`src/rtl/controle_sessao_if.sv`:
```
// Request/response handshake bundle for controle_sessao.
// master drives requests, slave answers them.
interface controle_sessao_if;
  logic       req_valid;
  logic [2:0] req_func;
  logic       req_ready;
  logic       resp_valid;
  logic       resp_grant;

  modport master (
    output req_valid,
    output req_func,
    input  req_ready,
    input  resp_valid,
    input  resp_grant
  );

  modport slave (
    input  req_valid,
    input  req_func,
    output req_ready,
    output resp_valid,
    output resp_grant
  );
endinterface

```
`src/rtl/controle_sessao.sv`:
```
// Session controller: login, permission check, execution, timeout.
// Optional lockout on repeated denials enabled by DENY_LOCK_EN.
module controle_sessao #(
  parameter int EXEC_CYCLES = 4,
  parameter int TIMEOUT     = 16,
  parameter int MAX_DENY    = 3,
  parameter int LOCK_CYCLES = 8,
  parameter int CNT_W       = 8
) (
  input  logic             clk,
  input  logic             rst_n,
  input  logic             login,
  input  logic [2:0]       profile,
  input  logic             logout,
  controle_sessao_if.slave bus,
  output logic [2:0]       active_func,
  output logic             busy,
  output logic             session_active,
  output logic [2:0]       profile_disp,
  output logic             login_err,
  output logic             locked,
  output logic [CNT_W-1:0] deny_count
);

  localparam logic [1:0] S_IDLE   = 2'd0;
  localparam logic [1:0] S_READY  = 2'd1;
  localparam logic [1:0] S_EXEC   = 2'd2;
  localparam logic [1:0] S_LOCKED = 2'd3;

  localparam logic [2:0] P_ADM    = 3'b101;
  localparam logic [2:0] P_TESTER = 3'b011;
  localparam logic [2:0] P_USER   = 3'b001;
  localparam logic [2:0] P_GUEST  = 3'b110;

  localparam logic [CNT_W:0] EXEC_LIM = (CNT_W+1)'(EXEC_CYCLES);
  localparam logic [CNT_W:0] TOUT_LIM = (CNT_W+1)'(TIMEOUT);
  localparam logic [CNT_W:0] LOCK_LIM = (CNT_W+1)'(LOCK_CYCLES);
  localparam logic [CNT_W:0] DENY_LIM = (CNT_W+1)'(MAX_DENY);

  logic [1:0]       state_q, state_d;
  logic [2:0]       prof_q, prof_d;
  logic [2:0]       func_q, func_d;
  logic [CNT_W-1:0] idle_q, idle_d;
  logic [CNT_W-1:0] cyc_q, cyc_d;
  logic [CNT_W-1:0] deny_q, deny_d;
  logic             rv_q, rv_d;
  logic             rg_q, rg_d;
  logic             err_q, err_d;

  logic [CNT_W:0]   idle_nx;
  logic [CNT_W:0]   cyc_nx;
  logic [CNT_W-1:0] deny_inc;
  logic             grant;

  function automatic logic valid_prof(input logic [2:0] p);
    logic v;
    v = 1'b0;
    unique case (1'b1)
      (p == P_ADM),
      (p == P_TESTER),
      (p == P_USER),
      (p == P_GUEST): v = 1'b1;
      default:        v = 1'b0;
    endcase
    return v;
  endfunction

  function automatic logic perm(input logic [2:0] p,
                                input logic [2:0] f);
    logic adm, tst, usr, gst, g;
    adm = (p == P_ADM);
    tst = (p == P_TESTER);
    usr = (p == P_USER);
    gst = (p == P_GUEST);
    case (f)
      3'd1, 3'd6: g = adm | tst | usr | gst;
      3'd2:       g = adm | tst;
      3'd3, 3'd4: g = adm | tst | usr;
      3'd5, 3'd7: g = adm;
      default:    g = 1'b0;
    endcase
    return g;
  endfunction

  assign idle_nx  = {1'b0, idle_q} + 1'b1;
  assign cyc_nx   = {1'b0, cyc_q} + 1'b1;
  assign deny_inc = (&deny_q) ? deny_q : deny_q + 1'b1;
  assign grant    = perm(prof_q, bus.req_func);

  // next-state and counter update for the session FSM
  always_comb begin
    state_d = state_q;
    prof_d  = prof_q;
    func_d  = func_q;
    idle_d  = idle_q;
    cyc_d   = cyc_q;
    deny_d  = deny_q;
    rv_d    = 1'b0;
    rg_d    = 1'b0;
    err_d   = 1'b0;
    case (state_q)
      S_IDLE: begin
        if (login) begin
          if (valid_prof(profile)) begin
            state_d = S_READY;
            prof_d  = profile;
            idle_d  = '0;
          end else begin
            err_d = 1'b1;
          end
        end
      end
      S_READY: begin
        if (logout) begin
          state_d = S_IDLE;
          prof_d  = '0;
          deny_d  = '0;
          idle_d  = '0;
        end else if (bus.req_valid) begin
          rv_d   = 1'b1;
          rg_d   = grant;
          idle_d = '0;
          if (grant) begin
            state_d = S_EXEC;
            func_d  = bus.req_func;
            cyc_d   = '0;
            deny_d  = '0;
          end else begin
            deny_d = deny_inc;
`ifdef DENY_LOCK_EN
            if ({1'b0, deny_inc} >= DENY_LIM) begin
              state_d = S_LOCKED;
              prof_d  = '0;
              cyc_d   = '0;
            end
`endif
          end
        end else if (idle_nx >= TOUT_LIM) begin
          state_d = S_IDLE;
          prof_d  = '0;
          idle_d  = '0;
        end else begin
          idle_d = idle_nx[CNT_W-1:0];
        end
      end
      S_EXEC: begin
        if (logout) begin
          state_d = S_IDLE;
          prof_d  = '0;
          func_d  = '0;
          deny_d  = '0;
          cyc_d   = '0;
        end else if (cyc_nx >= EXEC_LIM) begin
          state_d = S_READY;
          func_d  = '0;
          idle_d  = '0;
          cyc_d   = '0;
        end else begin
          cyc_d = cyc_nx[CNT_W-1:0];
        end
      end
      S_LOCKED: begin
        if (cyc_nx >= LOCK_LIM) begin
          state_d = S_IDLE;
          deny_d  = '0;
          cyc_d   = '0;
        end else begin
          cyc_d = cyc_nx[CNT_W-1:0];
        end
      end
      default: state_d = S_IDLE;
    endcase
  end

  // state and counter registers
  always_ff @(posedge clk or negedge rst_n) begin
    if (!rst_n) begin
      state_q <= S_IDLE;
      prof_q  <= '0;
      func_q  <= '0;
      idle_q  <= '0;
      cyc_q   <= '0;
      deny_q  <= '0;
      rv_q    <= 1'b0;
      rg_q    <= 1'b0;
      err_q   <= 1'b0;
    end else begin
      state_q <= state_d;
      prof_q  <= prof_d;
      func_q  <= func_d;
      idle_q  <= idle_d;
      cyc_q   <= cyc_d;
      deny_q  <= deny_d;
      rv_q    <= rv_d;
      rg_q    <= rg_d;
      err_q   <= err_d;
    end
  end

  // profile code to display code
  always_comb begin
    unique case (1'b1)
      (prof_q == P_ADM):    profile_disp = 3'b101;
      (prof_q == P_TESTER): profile_disp = 3'b110;
      (prof_q == P_USER):   profile_disp = 3'b100;
      (prof_q == P_GUEST):  profile_disp = 3'b011;
      default:              profile_disp = 3'b000;
    endcase
  end

  assign bus.req_ready  = (state_q == S_READY) && !logout;
  assign bus.resp_valid = rv_q;
  assign bus.resp_grant = rv_q & rg_q;

  assign active_func    = (state_q == S_EXEC) ? func_q : 3'd0;
  assign busy           = (state_q == S_EXEC);
  assign session_active = (state_q == S_READY) ||
                          (state_q == S_EXEC);
  assign login_err      = err_q;
  assign deny_count     = deny_q;
`ifdef DENY_LOCK_EN
  assign locked         = (state_q == S_LOCKED);
`else
  assign locked         = 1'b0;
`endif

endmodule

```
`src/flat_wrapper.sv`:
```
// flat-port wrapper written by rule: the top's interface ports become plain ports
module controle_sessao_flat 
#(
  parameter int EXEC_CYCLES = 4,
  parameter int TIMEOUT     = 16,
  parameter int MAX_DENY    = 3,
  parameter int LOCK_CYCLES = 8,
  parameter int CNT_W       = 8
)
  (clk, rst_n, login, profile, logout, active_func, busy, session_active, profile_disp, login_err, locked, deny_count, bus_req_valid, bus_req_func, bus_req_ready, bus_resp_valid, bus_resp_grant);
  controle_sessao_if bus_i ();
  input  logic clk;
  input  logic rst_n;
  input  logic login;
  input  logic [2:0] profile;
  input  logic logout;
  output logic [2:0] active_func;
  output logic busy;
  output logic session_active;
  output logic [2:0] profile_disp;
  output logic login_err;
  output logic locked;
  output logic [CNT_W-1:0] deny_count;
  input wire logic [$bits(bus_i.req_valid)-1:0] bus_req_valid;
  input wire logic [$bits(bus_i.req_func)-1:0] bus_req_func;
  output wire logic [$bits(bus_i.req_ready)-1:0] bus_req_ready;
  output wire logic [$bits(bus_i.resp_valid)-1:0] bus_resp_valid;
  output wire logic [$bits(bus_i.resp_grant)-1:0] bus_resp_grant;
  assign bus_i.req_valid = bus_req_valid;
  assign bus_i.req_func = bus_req_func;
  assign bus_req_ready = bus_i.req_ready;
  assign bus_resp_valid = bus_i.resp_valid;
  assign bus_resp_grant = bus_i.resp_grant;
  controle_sessao #(.EXEC_CYCLES(EXEC_CYCLES), .TIMEOUT(TIMEOUT), .MAX_DENY(MAX_DENY), .LOCK_CYCLES(LOCK_CYCLES), .CNT_W(CNT_W)) u_core (.clk(clk), .rst_n(rst_n), .login(login), .profile(profile), .logout(logout), .bus(bus_i), .active_func(active_func), .busy(busy), .session_active(session_active), .profile_disp(profile_disp), .login_err(login_err), .locked(locked), .deny_count(deny_count));
endmodule
```
`config.mk`:
```
export PLATFORM = sky130hd
export DESIGN_NAME = controle_sessao_flat
export DESIGN_NICKNAME = d
export VERILOG_FILES = /design/src/rtl/controle_sessao_if.sv /design/src/rtl/controle_sessao.sv /design/src/flat_wrapper.sv
export SDC_FILE = /design/constraint.sdc
export NUM_CORES = 1
export LEC_CHECK = 0
export CORE_UTILIZATION = 57
export DETAILED_ROUTE_END_ITERATION = 8
export PLACE_DENSITY = 0.84
export SYNTH_ARGS = -nofsm -noshare
export SYNTH_HDL_FRONTEND = slang
export SYNTH_SLANG_ARGS = --single-unit
```
`constraint.sdc`:
```
create_clock -name clk -period 7.1 [get_ports clk]
set_input_delay 1.42 -clock clk [delete_from_list [all_inputs] [get_ports clk]]
set_output_delay 1.42 -clock clk [all_outputs]
set_load 0.02 [all_outputs]
```
==> results.rst, run 1 <==
.. list-table::
   :header-rows: 1

   * - Metric
     - Value
   * - Die area
     - ~3800 sq um
   * - Post-Route Skew
     - 0.00856 ns
   * - Internal reg-to-reg setup slack
     - 4.25 ns
   * - Placeable core area
     - 3360 sq um
   * - FF-to-FF path depth
     - 7
   * - Utilization after layout
     - 0.722
   * - Crit Path Category
     - primary input to primary output
   * - Number of maximum-capacitance constraint violations
     - 0
   * - Final cell area excluding filler cells
     - 2430 sq um
   * - Placement Cell Area
     - 2360 sq um
   * - Number of violations reported at the end of detailed-routing iteration 0
     - 81
   * - Most frequent cells after synthesis
     - dfrtp_1 (35), and2_1 (14), nand2_1 (13), o21ai_0 (13), nor2b_1 (12)
   * - Worst hold-check slack
     - 0.511 ns
   * - Clock tree from TritonCTS
     - yes
   * - Routed length per placed instance
     - 13.3 um
   * - Post-DP HPWL
     - 2.84 mm
   * - Endpoint of the lowest-slack register-to-register path
     - u_core.deny_count[4]
   * - Number of enable flip-flop cells after synthesis
     - 0
   * - Cells after Synth
     - 208
   * - Status
     - finished clean
   * - Dominant cell type by area after synthesis
     - dfrtp_1
   * - I/O pin total
     - 32
   * - RSZ-0062 raised after global routing
     - no
   * - Global Route Usage Sum
     - 0.226
   * - Setup Buffers After CTS
     - 0
   * - #FFs+latches synth
     - 35
   * - Final hold violation count
     - 0
   * - Die Height
     - 61.5 um
   * - Post-CTS sizing
     - 0
   * - Slew @ Worst Pin
     - 1.21 ns
   * - Port Buffer Count
     - 30
   * - Antenna-violating nets left
     - 0
   * - Number of hold-repair buffers added at the cts stage
     - 0
   * - Post-synthesis area per instance
     - 9.71 sq um
   * - Total number of nets in the final design
     - 261
   * - Fraction of synthesis flops using an asynchronous set or reset pin
     - 1.00
   * - Synth Cell Area
     - 2020 sq um
   * - Destination of the worst hold path
     - u_core.idle_q[6]
   * - CTS sink cnt
     - 35
   * - Total number of yosys warnings
     - 0
   * - Post-route clock period utilization
     - 0.604
   * - Clk Latency, worst-skew pair
     - 0.34 ns
   * - Depth of the CTS H-tree
     - 2
   * - Setup TNS
     - 0 ns
   * - Share of the synthesized area in the top cell type
     - 0.434
   * - Number of placed instances with taps included
     - 280
   * - Number of cells on the worst hold path
     - 1
   * - Total congestion overflow after global routing
     - 0
   * - Largest cells by area after synthesis
     - dfrtp_1 (43%), ha_1 (5.6%), and2_1 (4.3%)
   * - Diodes inserted
     - 0
   * - Average vias per placed instance
     - 5.67
   * - Kind of end point of the critical path
     - primary output
   * - First-pass GRT wire length
     - about 6.3 mm
   * - Chip width
     - 61.5 um
   * - Proportion of synthesized chip area in sequential cells
     - 0.434
   * - Setup violation total in the final timing report
     - 0
   * - Clk root buf
     - clkbuf_4
   * - Beginning of the worst hold path
     - u_core.idle_q[6]
   * - Req. time, crit path
     - 5.68 ns
   * - Static leakage power
     - approximately 0.0011 uW
   * - Number of buffers inserted during clock tree synthesis
     - 5
   * - Initial core utilization
     - 0.600
   * - VDD IR-drop max
     - 0.000235 V
   * - Origin of the critical flop-to-flop path
     - u_core.state_q[0]
   * - Signal arrival time at the worst endpoint
     - 2.87 ns
   * - Worst Setup Start Kind
     - primary input
   * - Max-slew headroom
     - 0.191
   * - Number of different library cells in the post-synthesis netlist
     - between 40 and 50
   * - Final Instance Count excl. Fillers
     - 288
   * - Count of vias placed by the detailed router
     - 1633
   * - Dominant cell by count in the synthesized netlist
     - dfrtp_1
   * - Maximum fanout along the worst path
     - 6
   * - Buffers from clock root to sink, at most
     - 2
   * - Weighted congestion reported at the end of routability-driven placement
     - 0.863
   * - Number of global-route vias before repair
     - 1456
   * - Predominant post-synthesis flop cell
     - dfrtp_1
   * - F_max
     - 0.233 GHz
   * - Tmin final
     - 4.29 ns
   * - Initial antenna violation count
     - 0
   * - Fraction of layout instances using a drive strength above 1
     - 0.0744
   * - Slew Viols, Final
     - 0
   * - Relative area change from synthesis to final layout
     - 20.3%
   * - Number of detailed-route iterations in the first pass
     - 4
   * - Cell area power density
     - 301 nW/um^2
   * - Mapped Nets
     - between 200 and 250
   * - Pin count of the biggest net entering global routing
     - 36
   * - # fillers
     - around 280
   * - Cell Rows
     - 21
   * - Overall routed net length
     - 3.83 mm
   * - Min-Delay Path Class
     - register to register
   * - Clock transition at path regs
     - 0.11 ns
   * - DRC viols
     - 0
-- cell type report --
| class | count | area [sq um] | share of cell area |
|---|---|---|---|
| Sequential cell | 35 | 876 | 0.361 |
| Inverter | 8 | 30.0 | 0.0124 |
| Multi-Input combinational cell | 160 | 1090 | 0.448 |
| Timing Repair Buffer | 31 | 308 | 0.127 |
| Tap cell | 46 | 57.6 | 0.0237 |
| Clock buffer | 8 | 68.8 | 0.0283 |
-- where the power goes --
part / switching (uW) / internal [uW]
Sequential: 35.9 / 236
Clock: 66.3 / 58.3
Combinational: 185 / 150
-- logic make-up (layout without fill, tap and decap cells) --
| family | count (synthesis) | in the layout | synth area share |
|---|---|---|---|
| muxes | 11 | 11 | 0.0589 |
| buffers and inverters | 13 | 47 | 0.0273 |
| AOI/OAI and AO/OA | 46 | 46 | 0.156 |
| DFF | 35 | 35 | 0.434 |
| xor gates and xnor gates | 2 | 2 | 0.00868 |
| adders and majority gates | 9 | 9 | 0.0558 |
| other | 1 | 1 | 0.00186 |
| and+or+nand+nor | 91 | 91 | 0.258 |
-- metrics by stage --
step | worst slack [ns] | total power, uW
2_1_floorplan | 3.78 | 506
3_3_place_gp | 2.87 | 605
3_5_place_dp | 2.82 | 612
4_1_cts | 2.82 | 737
5_1_grt | 2.79 | 784
6_report | 2.81 | 731
-- worst max-delay path: stages --
cell	delay, ns
clkdlybuf4s50_1	0.49
nand2b_1	0.23
inv_1	0.11
clkdlybuf4s50_1	0.62
-- layout by cell type, fill, tap and decap left out, types with 2 or more instances in the layout --
master,count
dfrtp_1,35
clkdlybuf4s50_1,30
and2_1,14
nand2_1,13
o21ai_0,13
nor2b_1,12
nor2_1,11
ha_1,9
inv_1,8
nand2b_1,8
mux2_2,7
nand3_1,6
a21oi_1,5
and3_1,5
clkbuf_4,5
a21boi_0,4
nor3_1,4
mux2i_1,4
o31ai_1,4
a211oi_1,3
or3_1,3
a21o_1,3
and3b_1,2
or3b_2,2
nand3b_1,2
nand4_1,2
or4_1,2
a31oi_1,2
o21bai_1,2
clkbuf_8,2
-- flip-flops by register name, indices dropped and copies added, names as in the netlist --
name / count
u_core.state_q: 2
u_core.prof_q: 3
u_core.deny_count: 8
u_core.login_err: 1
u_core.bus.resp_valid: 1
u_core.rg_q: 1
u_core.func_q: 3
u_core.cyc_q: 8
u_core.idle_q: 8
-- worst max-delay path by stage --
stage	start	endpoint	slack (ns)	depth (start not counted)
finish	logout	bus_req_ready	2.81	4
global route	logout	bus_req_ready	2.79	4
CTS	logout	bus_req_ready	2.82	4
detailed placement	logout	bus_req_ready	2.82	4
global placement	logout	bus_req_ready	2.87	4
floorplan	bus_req_func[1]	u_core.deny_count[4]	3.78	8
-- layer usage --
| layer | wire length [um] | vias to the layer above | GRT usage | part of all wire |
|---|---|---|---|---|
| met5 | 0 | - | 0 | 0 |
| met4 | 54 | 0 | 0.0794 | 0.014 |
| met3 | 179 | 7 | 0.0630 | 0.047 |
| met2 | 1730 | 41 | 0.363 | 0.45 |
| met1 | 1870 | 770 | 0.294 | 0.49 |
| li1 | - | 815 | - | - |
Note: power is estimated with default switching activity, not from simulation.
==> run 2, diff against run 1 <==
--- a/config.mk
+++ b/config.mk
@@ -5,9 +5,9 @@
 export SDC_FILE = /design/constraint.sdc
 export NUM_CORES = 1
 export LEC_CHECK = 0
-export CORE_UTILIZATION = 57
+export CORE_UTILIZATION = 53
 export DETAILED_ROUTE_END_ITERATION = 8
-export PLACE_DENSITY = 0.84
+export PLACE_DENSITY = 0.79
 export SYNTH_ARGS = -nofsm -noshare
 export SYNTH_HDL_FRONTEND = slang
 export SYNTH_SLANG_ARGS = --single-unit
==> constraint.sdc (replaced) <==
create_clock -name clk -period 4.2 [get_ports clk]
set_input_delay 0.84 -clock clk [delete_from_list [all_inputs] [get_ports clk]]
set_output_delay 0.84 -clock clk [all_outputs]
set_load 0.02 [all_outputs]
==> run 2 against run 1 <==
Net effect: combinational power is 72% higher; sequential power is 69% higher; first-iteration DRC count is 22% lower; cell count is 1.0% higher; register-to-register slack worse by 2.9 ns; sequential share of layout area is 0.53 points lower; utilization is 4.9 points lower; via count is 0.12% higher; critical endpoint is now u_core.func_q[2]; largest power group unchanged; highest routed layer unchanged.
==> results.rst, run 2 (synthesized netlist as in run 1, its figures left out) <==
.. list-table::
   :header-rows: 1

   * - Metric
     - Value
   * - Clock tree from TritonCTS
     - yes
   * - Slew Viols, Final
     - 0 (unchanged)
   * - Diodes inserted
     - 0 (unchanged)
   * - Count of vias placed by the detailed router
     - 1635 (+0.12%)
   * - Number of violations reported at the end of detailed-routing iteration 0
     - 63 (-22%)
   * - Cell Rows
     - 22 (+4.8%)
   * - Setup violation total in the final timing report
     - 0 (unchanged)
   * - Buffers from clock root to sink, at most
     - 2 (unchanged)
   * - Global Route Usage Sum
     - 0.207 (-0.0194)
   * - Post-Route Skew
     - 0.00444 ns (-0.00412 ns)
   * - Internal reg-to-reg setup slack
     - 1.40 ns (-2.85 ns)
   * - Relative area change from synthesis to final layout
     - 22.1%
   * - Number of buffers inserted during clock tree synthesis
     - 5 (unchanged)
   * - Utilization after layout
     - 0.673 (-0.0488)
   * - Initial core utilization
     - 0.552 (-0.0488)
   * - Post-route clock period utilization
     - 0.753
   * - Crit Path Category
     - primary input to register
   * - Number of cells on the worst hold path
     - 1 (unchanged)
   * - Fraction of layout instances using a drive strength above 1
     - 0.0823 (+0.00792)
   * - # fillers
     - 296 (+6.1%)
   * - FF-to-FF path depth
     - 7 (unchanged)
   * - Endpoint of the lowest-slack register-to-register path
     - u_core.deny_count[4]
   * - Die Height
     - 63.7 um (+3.6%)
   * - CTS sink cnt
     - 35 (unchanged)
   * - I/O pin total
     - 32 (unchanged)
   * - Total congestion overflow after global routing
     - 0 (unchanged)
   * - Setup Buffers After CTS
     - 0 (unchanged)
   * - Worst hold-check slack
     - 0.497 ns (-0.0140 ns)
   * - Cell area power density
     - 519 nW/um^2 (+72%)
   * - Clk Latency, worst-skew pair
     - 0.29 ns (-0.05 ns)
   * - Signal arrival time at the worst endpoint
     - 3.34 ns (+0.47 ns)
   * - Placeable core area
     - 3660 sq um (+8.9%)
   * - Kind of end point of the critical path
     - register
   * - First-pass GRT wire length
     - 6.56 mm (+4.1%)
   * - Slowest stage cell on the critical path
     - clkdlybuf4s50_1
   * - Static leakage power
     - 0.00114 uW (+1.7%)
   * - Status
     - finished clean
   * - Placement Cell Area
     - 2380 sq um (+0.74%)
   * - Overall routed net length
     - 3.75 mm (-2.2%)
   * - Final Instance Count excl. Fillers
     - 291 (+1.0%)
   * - Chip width
     - 63.7 um (+3.6%)
   * - Number of detailed-route iterations in the first pass
     - 5 (+1)
   * - Maximum fanout along the worst path
     - 6 (unchanged)
   * - Max-slew headroom
     - 0.565 (+0.374)
   * - F_max
     - 0.316 GHz
   * - Tmin final
     - 3.16 ns
   * - Critical path cell sequence
     - clkdlybuf4s50_1, or3b_2, a211oi_1, o21ai_0, a211oi_1, mux2_2
   * - Final hold violation count
     - 0 (unchanged)
   * - Req. time, crit path
     - 4.37 ns (-1.31 ns)
   * - Number of maximum-capacitance constraint violations
     - 0 (unchanged)
   * - Post-DP HPWL
     - 2.78 mm (-2.1%)
   * - Total number of nets in the final design
     - 263 (+0.77%)
   * - Final cell area excluding filler cells
     - 2460 sq um (+1.5%)
   * - RSZ-0062 raised after global routing
     - no
   * - VDD IR-drop max
     - 0.000431 V (+83%)
   * - Die area
     - 4060 sq um (+7.3%)
   * - Commonest non-fill, non-tap cell in the layout
     - dfrtp_1
   * - Number of global-route vias before repair
     - 1509 (+3.6%)
   * - Worst Setup Start Kind
     - primary input
   * - Delay of the slowest cell on the worst path
     - 0.56 ns (-0.06 ns)
   * - Weighted congestion reported at the end of routability-driven placement
     - 0.811 (-6.0%)
   * - Origin of the critical flop-to-flop path
     - u_core.state_q[0]
   * - Number of placed instances with taps included
     - 284 (+1.4%)
   * - Antenna-violating nets left
     - 0 (unchanged)
   * - Routed length per placed instance
     - 12.9 um (-3.3%)
   * - Clock transition at path regs
     - 0.07 ns (-0.04 ns)
   * - Clk root buf
     - clkbuf_8
   * - Post-CTS sizing
     - 0 (unchanged)
   * - Initial antenna violation count
     - 0 (unchanged)
   * - Port Buffer Count
     - 30 (unchanged)
   * - Min-Delay Path Class
     - register to register
   * - Average vias per placed instance
     - 5.62 (-0.91%)
   * - Beginning of the worst hold path
     - u_core.idle_q[7]
   * - DRC viols
     - 0 (unchanged)
   * - Setup TNS
     - 0 ns (unchanged)
   * - Destination of the worst hold path
     - u_core.idle_q[7]
   * - Pin count of the biggest net entering global routing
     - 36 (unchanged)
   * - Number of hold-repair buffers added at the cts stage
     - 0 (unchanged)
   * - Leading cell types in the layout, fill and taps excluded
     - dfrtp_1 (35), clkdlybuf4s50_1 (30), and2_1 (14)
   * - Depth of the CTS H-tree
     - 2 (unchanged)
   * - Dominant cell type by count on the critical path
     - a211oi_1
   * - Slew @ Worst Pin
     - 0.653 ns (-0.561 ns)
run 2: changes by cell type in the layout (fill, tap and decap cells not counted):
cell and change:
clkbuf_8 +4, clkinv_2 +1, clkbuf_1 -1, clkbuf_4 -5, buf_4 +2
run 2: per-stage QoR:
step / total power (uW) / setup slack [ns]
final: 1280 / 1.04
after global routing: 1370 / 0.957
after CTS: 1290 / 1.03
after detailed placement: 1040 / 0.722
after global placement: 1040 / 0.851
after floorplan: 856 / 1.46
run 2: critical path, delay by kind of cell:
family | cells | cell delay [ns]
simple gates | 1 | 0.46
compound gates | 3 | 1.08
mux | 1 | 0.39
buf+inv | 1 | 0.56
run 2: per-layer routing:
layer	up-vias	routed length (um)	global-route usage	share of wire
met4	0	55	0.0795	0.015
met2	27	1650	0.316	0.44
met1	788	1930	0.278	0.51
met5	-	0	0	0
li1	813	-	-	-
met3	7	111	0.0543	0.030
run 2: how the worst max path moves through the flow:
stage,startpoint,endpoint,slack (ns),cells after the start
after floorplan,bus_req_func[1],u_core.deny_count[4],1.46,8
after global placement,bus_req_func[1],u_core.deny_count[4],0.85,7
after detailed placement,bus_req_func[0],u_core.func_q[2],0.72,6
after CTS,bus_req_func[0],u_core.func_q[2],1.03,6
after global routing,bus_req_func[0],u_core.func_q[2],0.96,6
final,bus_req_func[0],u_core.func_q[2],1.04,6
run 2: final cells by class:
type | count | area (sq um) | share of cell area
Multi-Input combinational cell | 160 | 1090 | 0.442
Clock inverter | 1 | 5.00 | 0.00203
Timing Repair Buffer | 33 | 323 | 0.131
Clock buffer | 6 | 82.6 | 0.0335
Sequential cell | 35 | 876 | 0.355
Inverter | 8 | 30.0 | 0.0122
Tap cell | 48 | 60.1 | 0.0244
run 2: power breakdown:
group / internal (uW) / switching, uW / leakage (uW)
Clock: 128 / 114 / 0.0000470
Combinational: 265 / 313 / 0.000615
Sequential: 399 / 59.3 / 0.000473
Total: 792 / 486 / 0.00114
